==> config.mk <==
export PLATFORM = sky130hd
export DESIGN_NAME = tlc_phase_arbiter
export DESIGN_NICKNAME = d
export VERILOG_FILES = /design/src/rtl/tlc_phase_arbiter.sv
export SDC_FILE = /design/constraint.sdc
export NUM_CORES = 1
export LEC_CHECK = 0
export BUFFER_PORTS_ARGS = -buffer_cell sky130_fd_sc_hd__buf_4
export CAP_MARGIN = 10
export CORE_ASPECT_RATIO = 1.2
export CORE_UTILIZATION = 57
export DETAILED_ROUTE_END_ITERATION = 10
export PLACE_DENSITY = 0.83
export SLEW_MARGIN = 20
export SYNTH_ARGS = -nofsm -noshare
export SYNTH_HDL_FRONTEND = slang
export SYNTH_SLANG_ARGS = --single-unit
==> constraint.sdc <==
create_clock -name clk -period 5.8 [get_ports clk]
set_clock_uncertainty 0.2 [all_clocks]
set_input_delay 0 -clock clk [delete_from_list [all_inputs] [get_ports clk]]
set_output_delay 0 -clock clk [all_outputs]
set_load 0.005 [all_outputs]
==> src/rtl/tlc_phase_arbiter.sv <==
// tlc_phase_arbiter: demand-driven phase scheduler for a four-arm junction plus
// pedestrian crossing. Define TLC_PREEMPT_EN to add the emergency preempt input.
module tlc_phase_arbiter #(
    parameter int CNT_W      = 8,
    parameter int T_MAIN_MIN = 7,
    parameter int T_SVC      = 5,
    parameter int T_PED      = 4,
    parameter int T_YEL      = 2,
    parameter int T_ALLRED   = 1
) (
    input  logic       clk,
    input  logic       rst_n,
    input  logic       req_s,
    input  logic       req_mt,
    input  logic       req_ped,
`ifdef TLC_PREEMPT_EN
    input  logic       preempt,
`endif
    output logic [2:0] light_M1,
    output logic [2:0] light_M2,
    output logic [2:0] light_MT,
    output logic [2:0] light_S,
    output logic       walk,
    output logic [2:0] phase,
    output logic [2:0] pending
);

    typedef enum logic [2:0] {
        MAIN_GRN = 3'd0,
        MAIN_YEL = 3'd1,
        ALLRED_A = 3'd2,
        SVC_GRN  = 3'd3,
        SVC_YEL  = 3'd4,
        ALLRED_B = 3'd5
    } state_t;

    localparam logic [2:0] RED = 3'b100;
    localparam logic [2:0] YEL = 3'b010;
    localparam logic [2:0] GRN = 3'b001;

    localparam logic [1:0] SRC_S   = 2'd0;
    localparam logic [1:0] SRC_MT  = 2'd1;
    localparam logic [1:0] SRC_PED = 2'd2;

    localparam logic [CNT_W-1:0] LD_MAIN = CNT_W'(T_MAIN_MIN - 1);
    localparam logic [CNT_W-1:0] LD_SVC  = CNT_W'(T_SVC - 1);
    localparam logic [CNT_W-1:0] LD_PED  = CNT_W'(T_PED - 1);
    localparam logic [CNT_W-1:0] LD_YEL  = CNT_W'(T_YEL - 1);
    localparam logic [CNT_W-1:0] LD_AR   = CNT_W'(T_ALLRED - 1);

    state_t           state;
    state_t           state_nx;
    logic [CNT_W-1:0] timer;
    logic [CNT_W-1:0] timer_nx;
    logic [1:0]       sel;
    logic [1:0]       sel_nx;
    logic [1:0]       rr;
    logic [1:0]       rr_nx;
    logic [1:0]       pick;
    logic [2:0]       req;
    logic [2:0]       serve;
    logic [2:0]       pend_nx;
    logic             expired;
    logic             pre;
    logic             flash;

`ifdef TLC_PREEMPT_EN
    assign pre = preempt;
`else
    assign pre = 1'b0;
`endif

    assign req     = {req_ped, req_mt, req_s};
    assign expired = (timer == '0);

    // Parity of cycles elapsed in yellow: the flash-walk starts dark.
    assign flash = LD_YEL[0] ^ timer[0];

    // First pending source at or after the round-robin pointer.
    always_comb begin
        pick = SRC_S;
        case (rr)
            SRC_MT:  pick = pending[1] ? SRC_MT :
                            (pending[2] ? SRC_PED : SRC_S);
            SRC_PED: pick = pending[2] ? SRC_PED :
                            (pending[0] ? SRC_S : SRC_MT);
            default: pick = pending[0] ? SRC_S :
                            (pending[1] ? SRC_MT : SRC_PED);
        endcase
    end

    assign serve   = (state == SVC_GRN) ? (3'b001 << sel) : 3'b000;
    assign pend_nx = (pending | req) & ~serve;

    always_ff @(posedge clk) begin
        if (!rst_n) begin
            state   <= MAIN_GRN;
            timer   <= LD_MAIN;
            pending <= 3'b000;
            rr      <= SRC_S;
            sel     <= SRC_S;
        end else begin
            state   <= state_nx;
            timer   <= timer_nx;
            pending <= pend_nx;
            rr      <= rr_nx;
            sel     <= sel_nx;
        end
    end

    always_comb begin
        state_nx = state;
        sel_nx   = sel;
        rr_nx    = rr;
        timer_nx = expired ? timer : timer - CNT_W'(1);
        case (state)
            MAIN_GRN: begin
                if (expired && (pending != 3'b000) && !pre) begin
                    state_nx = MAIN_YEL;
                    timer_nx = LD_YEL;
                    sel_nx   = pick;
                    rr_nx    = (pick == SRC_PED) ? SRC_S : pick + 2'd1;
                end
            end
            MAIN_YEL: begin
                if (expired) begin
                    state_nx = ALLRED_A;
                    timer_nx = LD_AR;
                end
            end
            ALLRED_A: begin
                if (expired) begin
                    state_nx = SVC_GRN;
                    timer_nx = (sel == SRC_PED) ? LD_PED : LD_SVC;
                end
            end
            SVC_GRN: begin
                if (expired || pre) begin
                    state_nx = SVC_YEL;
                    timer_nx = LD_YEL;
                end
            end
            SVC_YEL: begin
                if (expired) begin
                    state_nx = ALLRED_B;
                    timer_nx = LD_AR;
                end
            end
            ALLRED_B: begin
                if (expired) begin
                    state_nx = MAIN_GRN;
                    timer_nx = LD_MAIN;
                end
            end
            default: begin
                state_nx = MAIN_GRN;
                timer_nx = LD_MAIN;
            end
        endcase
    end

    always_comb begin
        light_M1 = RED;
        light_M2 = RED;
        light_MT = RED;
        light_S  = RED;
        walk     = 1'b0;
        phase    = state;
        case (state)
            MAIN_GRN: begin
                light_M1 = GRN;
                light_M2 = GRN;
            end
            MAIN_YEL: begin
                light_M1 = YEL;
                light_M2 = YEL;
            end
            ALLRED_A, ALLRED_B: begin
            end
            SVC_GRN: begin
                case (sel)
                    SRC_S:   light_S  = GRN;
                    SRC_MT:  light_MT = GRN;
                    SRC_PED: walk     = 1'b1;
                    default: begin
                    end
                endcase
            end
            SVC_YEL: begin
                case (sel)
                    SRC_S:   light_S  = YEL;
                    SRC_MT:  light_MT = YEL;
                    SRC_PED: walk     = flash;
                    default: begin
                    end
                endcase
            end
            default: begin
                light_M1 = 3'b000;
                light_M2 = 3'b000;
                light_MT = 3'b000;
                light_S  = 3'b000;
            end
        endcase
    end

endmodule

---- Word level (Yosys, flattened, before mapping) ----
Index checks and enable logic that the tools add are counted.
word-level totals
  register bits ........................... 18
  input bits .............................. 5
  output and inout port bits .............. 19
  logic and storage cells ................. 72
operators by class
  $add $sub $neg .......................... 2
  equality and inequality tests ........... 16
  shift-type cells ........................ 1
  multiplexer cells ....................... 34
  bitwise logic cells ..................... 4
  reductions and logical operators ........ 10
operators by type and width
  operator                                                               number
  8-bit two-way mux                                                      6
  8-bit one-hot mux with 5 select lines                                  1
  3-bit two-way mux                                                      12
  3-bit one-hot mux with 3 select lines                                  3
  3-bit one-hot mux with 6 select lines                                  1
  2-bit two-way mux                                                      6
  2-bit inequality test, second input constant                           6
  8-bit logical NOT                                                      1
  4-bit OR reduction                                                     2
  8-bit by 1-bit subtractor with 8-bit output, second input constant     1
  2-bit equality test, second input constant                             3
  3-bit by 2-bit equality test with 1-bit output, second input constant  2
  3-bit equality test, second input constant                             2
  6-bit AND reduction                                                    1
  2-bit by 1-bit equality test with 1-bit output, second input constant  2
  2-bit one-hot mux with 2 select lines                                  1
  3-bit bitwise AND                                                      1
  3-bit by 1-bit equality test with 1-bit output, second input constant  1
  3-bit logical NOT                                                      1
  1-bit two-way mux                                                      3
  3-bit inverter                                                         1
  3-bit bitwise OR                                                       1
  3-bit nonzero test                                                     1
  1-bit by 2-bit << shifter with 3-bit output, first input constant      1
  7 further kinds                                                        7

---- Logic depth before layout (Yosys ltp) ----
  depth after elaboration ................. 5
  gate-level depth with buffers ........... 9

---- Worst setup path after synthesis ----
OpenSTA, ideal clock, no wires.
  kind .................................... register to register
  from .................................... register timer[0]
  to ...................................... register timer[0]
  setup time .............................. 0.081 ns
  data arrival time ....................... 2.111 ns
  slack ................................... 3.408 ns
  cell stages (with the launch flop) ...... 10
  clock period less this slack ............ 2.392 ns
  path through ............................ dfxtp_1 -> inv_1 -> ha_1 -> or3b_2 -> nor2_1 -> inv_1 -> ha_1 -> nor4_1 -> a31oi_1 -> a41oi_1
between the ends
  longest elaborated chain between the ends .. 4
RTL lines
  item                                                                              RTL line  source
  start: declaration                                                                53        logic [CNT_W-1:0] timer;
  start signal: assignment                                                          104       timer <= timer_nx;
  8-bit by 1-bit subtractor with 8-bit output or 8-bit logical NOT (tied branches)  115, 74
  8-bit two-way mux or 1-bit logical AND (tied branches)                            115, 118
  8-bit two-way mux, on equally long branches                                       --
  8-bit one-hot mux with 5 select lines *                                           116       case (state)
Mark *: on every way between the ends. The rest lies on a longest branch, timed or not.
A chain may end at the register's enable or synchronous reset.

---- Final worst setup path ----
Same ends and word-level chain as after synthesis.

==> results.yml <==
grt:
  overflow: 0
  grtUsageTotal_pct: 27.14
  grt_pass1_wl_um: 4429
  antenna_found_initial: 0
  grt_pass1_vias: 982
  grt_max_degree: 20
clock_network:
  clk_latency_ps: 300
  clock_sinks: 18
  clk_path_buf_depth: 2
  cts_tree: "yes"
  cts_resized: 0
  root_buffer: "clkbuf_4"
  cts_setup_buffers: 0
  cts_hold_buf: 7
  numCtsBuffers: 3
  clk_pin_slew_worst_paths_ps: 110
  htreeDepth: 1
drt:
  drcViolationCount: 0
  drt_iter0_markers: 45
  avgRoutedWirePerCell_um: 14.82
  dr.pass1.iters: 4
  vias: 1117
  viasPerCell: 6.038
  wl_um: 2742
  drtAntennaViolNets: 0
logic_synthesis:
  syn_area_per_cell_sq_um: 8.097
  ys_top_cells_by_count: "19 x nor2_1, 18 x dfxtp_1, 11 x nand2_1"
  synth.most_common_cell: "nor2_1"
  synthAdderAreaFrac_pct: 6.623
  synth_mux_area_share_pct: 2.759
  yosysTopAreaCellShare_pct: 31.79
  synth_nets: 151
  synth-edff-count: 0
  synthArstFlopShare_pct: 0
  synthXorXnorAreaFrac_pct: 4.636
  yosysSeqAreaShare_pct: 31.79
  synth_compound_area_share_pct: 16.67
  yosysWarnings: 0
  synth_area_leader_cell: "dfxtp_1"
  syn-cell-area_sq_mm: 0.001134
  synth_flop_cell: "dfxtp_1"
  synthSimpleGateAreaFrac_pct: 30.24
  synth.distinct_cells: 43
  ys_ff_latch: 18
  synth_area_leaders: "dfxtp_1 32%, ha_1 6.6%, nor2_1 6.3%"
  synth_top_family_by_area: "simple AND/OR/NAND/NOR gates"
  netlist_instances: 140
placed_design:
  hpwl_um: 1882
  place_inst: 174
  place_ws_ps: 3140
  port_buffers: 23
  place.gp.congestion: 0.8820
sta:
  fmax_ghz: 0.3664
  fin_crit_sh_pct: 47.06
  timing.slew.headroom_pct: 56.09
  setup_tns_ps: 0
  finalSetupViolations: 0
  min_period_ps: 2730
  final_max_slew_viol_count: 0
  final_hold_viol_count: 0
  worst_slew_pin_slew_ps: 653.6
  rsz0062_at_grt: "no"
  worst_slack_ps: 3070
worst_hold_path:
  hold_class: "reg -> reg"
  hold_depth: 2
worst_setup_path:
  cp-end-kind: "flip-flop"
  cp-start-kind: "flip-flop"
  arrival_ps: 2760
  critPathRequiredTime_ps: 5830
  worstPathMaxFanout: 7
  reg2reg_depth: 9
  path_class: "reg -> reg"
power:
  p_leak_nw: 0.5636
  vdd_drop_max_mv: 0.1461
  totalPowerFinal_w: 0.0003623
  power_density_mw_per_mm2: 260.4
die:
  num_io_pins: 24
  design.core.area_sq_mm: 0.001851
  die_area_sq_mm: 0.002172
  start_util_pct: 61.26
  dieHeight_um: 50.85
  std_cell_rows: 17
  die_w_um: 42.71
finish:
  nNetsFinal: 178
  fin_cells: 185
  nFillCells: 143
  layout-drive-gt1-share_pct: 20.48
  syn_to_final_growth_pct: 22.74
  diodes: 0
outcome:
  status: "completed"
flow_run:
  max_cap_viol_count: 0
cells in the final DEF (no fill, tap or decap), drive strengths merged, types with 4 or more instances in the layout:
cell,instances
a21oi,4
buf,23
clkbuf,4
dfxtp,18
dlygate4sd3,7
ha,6
inv,10
nand2,11
nor2,19
nor3,6
nor4,5
o21ai,6
metrics by stage:
stage                     hold slack (ps)  util [%]  instance area, sq um
after floorplan                    -48.41         -                  1134
after global placement              43.05     69.44                  1285
after detailed placement            67.09     69.44                  1285
after CTS                           303.4     75.19                  1391
after global routing                326.4     75.19                  1391
final                               301.3     75.19                  1391
worst max-delay path, cell delays in order, from the launching register on:
cell	delay, ps
dfxtp_1	350
inv_1	170
ha_1	180
or3b_2	510
nor2_1	270
inv_1	200
ha_1	300
nor4_1	180
a31oi_1	70
a41oi_1	240
cell families after synthesis:
family          Yosys count
fa+ha+maj                 6
xor+xnor                  6
mux                       3
compound gates           27
buf+inv                  18
simple gates             62
flops                    18
power breakdown:
| group | total, W | internal (W) | switching, W |
|---|---|---|---|
| clock network | 0.0000801 | 0.0000383 | 0.0000418 |
| logic | 0.000121 | 0.0000550 | 0.0000661 |
| registers | 0.000161 | 0.000141 | 0.0000201 |
registers in the layout, indices dropped and copies added, names as in the netlist:
name / cells
sel: 2
phase: 3
pending: 3
timer: 8
rr: 2
layer usage:
| metal | global-route usage, % | share of wire [%] | vias up |
|---|---|---|---|
| met5 | 0 | 0 | - |
| met4 | 11.46 | 2.6 | 0 |
| met3 | 3.534 | 4.7 | 11 |
| met2 | 48.48 | 51 | 50 |
| met1 | 32.00 | 41 | 507 |
| li1 | - | - | 549 |
worst paths after layout:
path / from / end / slack (ps)
max: timer[0]$_SDFF_PN0_ / timer[0]$_SDFF_PN0_ / 3070
min: rr[0]$_SDFFE_PN0P_ / rr[0]$_SDFFE_PN0P_ / 300
max reg2reg: timer[0]$_SDFF_PN0_ / timer[0]$_SDFF_PN0_ / 3070
min reg2reg: rr[0]$_SDFFE_PN0P_ / rr[0]$_SDFFE_PN0P_ / 300
final cells by class:
| type | instances | area [sq um] | share of cell area, % |
|---|---|---|---|
| Sequential cell | 18 | 360.3 | 25.90 |
| Inverter | 10 | 37.54 | 2.698 |
| Tap cell | 19 | 23.77 | 1.709 |
| Timing Repair Buffer | 30 | 242.7 | 17.45 |
| Clock buffer | 4 | 36.28 | 2.608 |
| Multi-Input combinational cell | 104 | 690.7 | 49.64 |
Note: power is estimated with default switching activity, not from simulation.
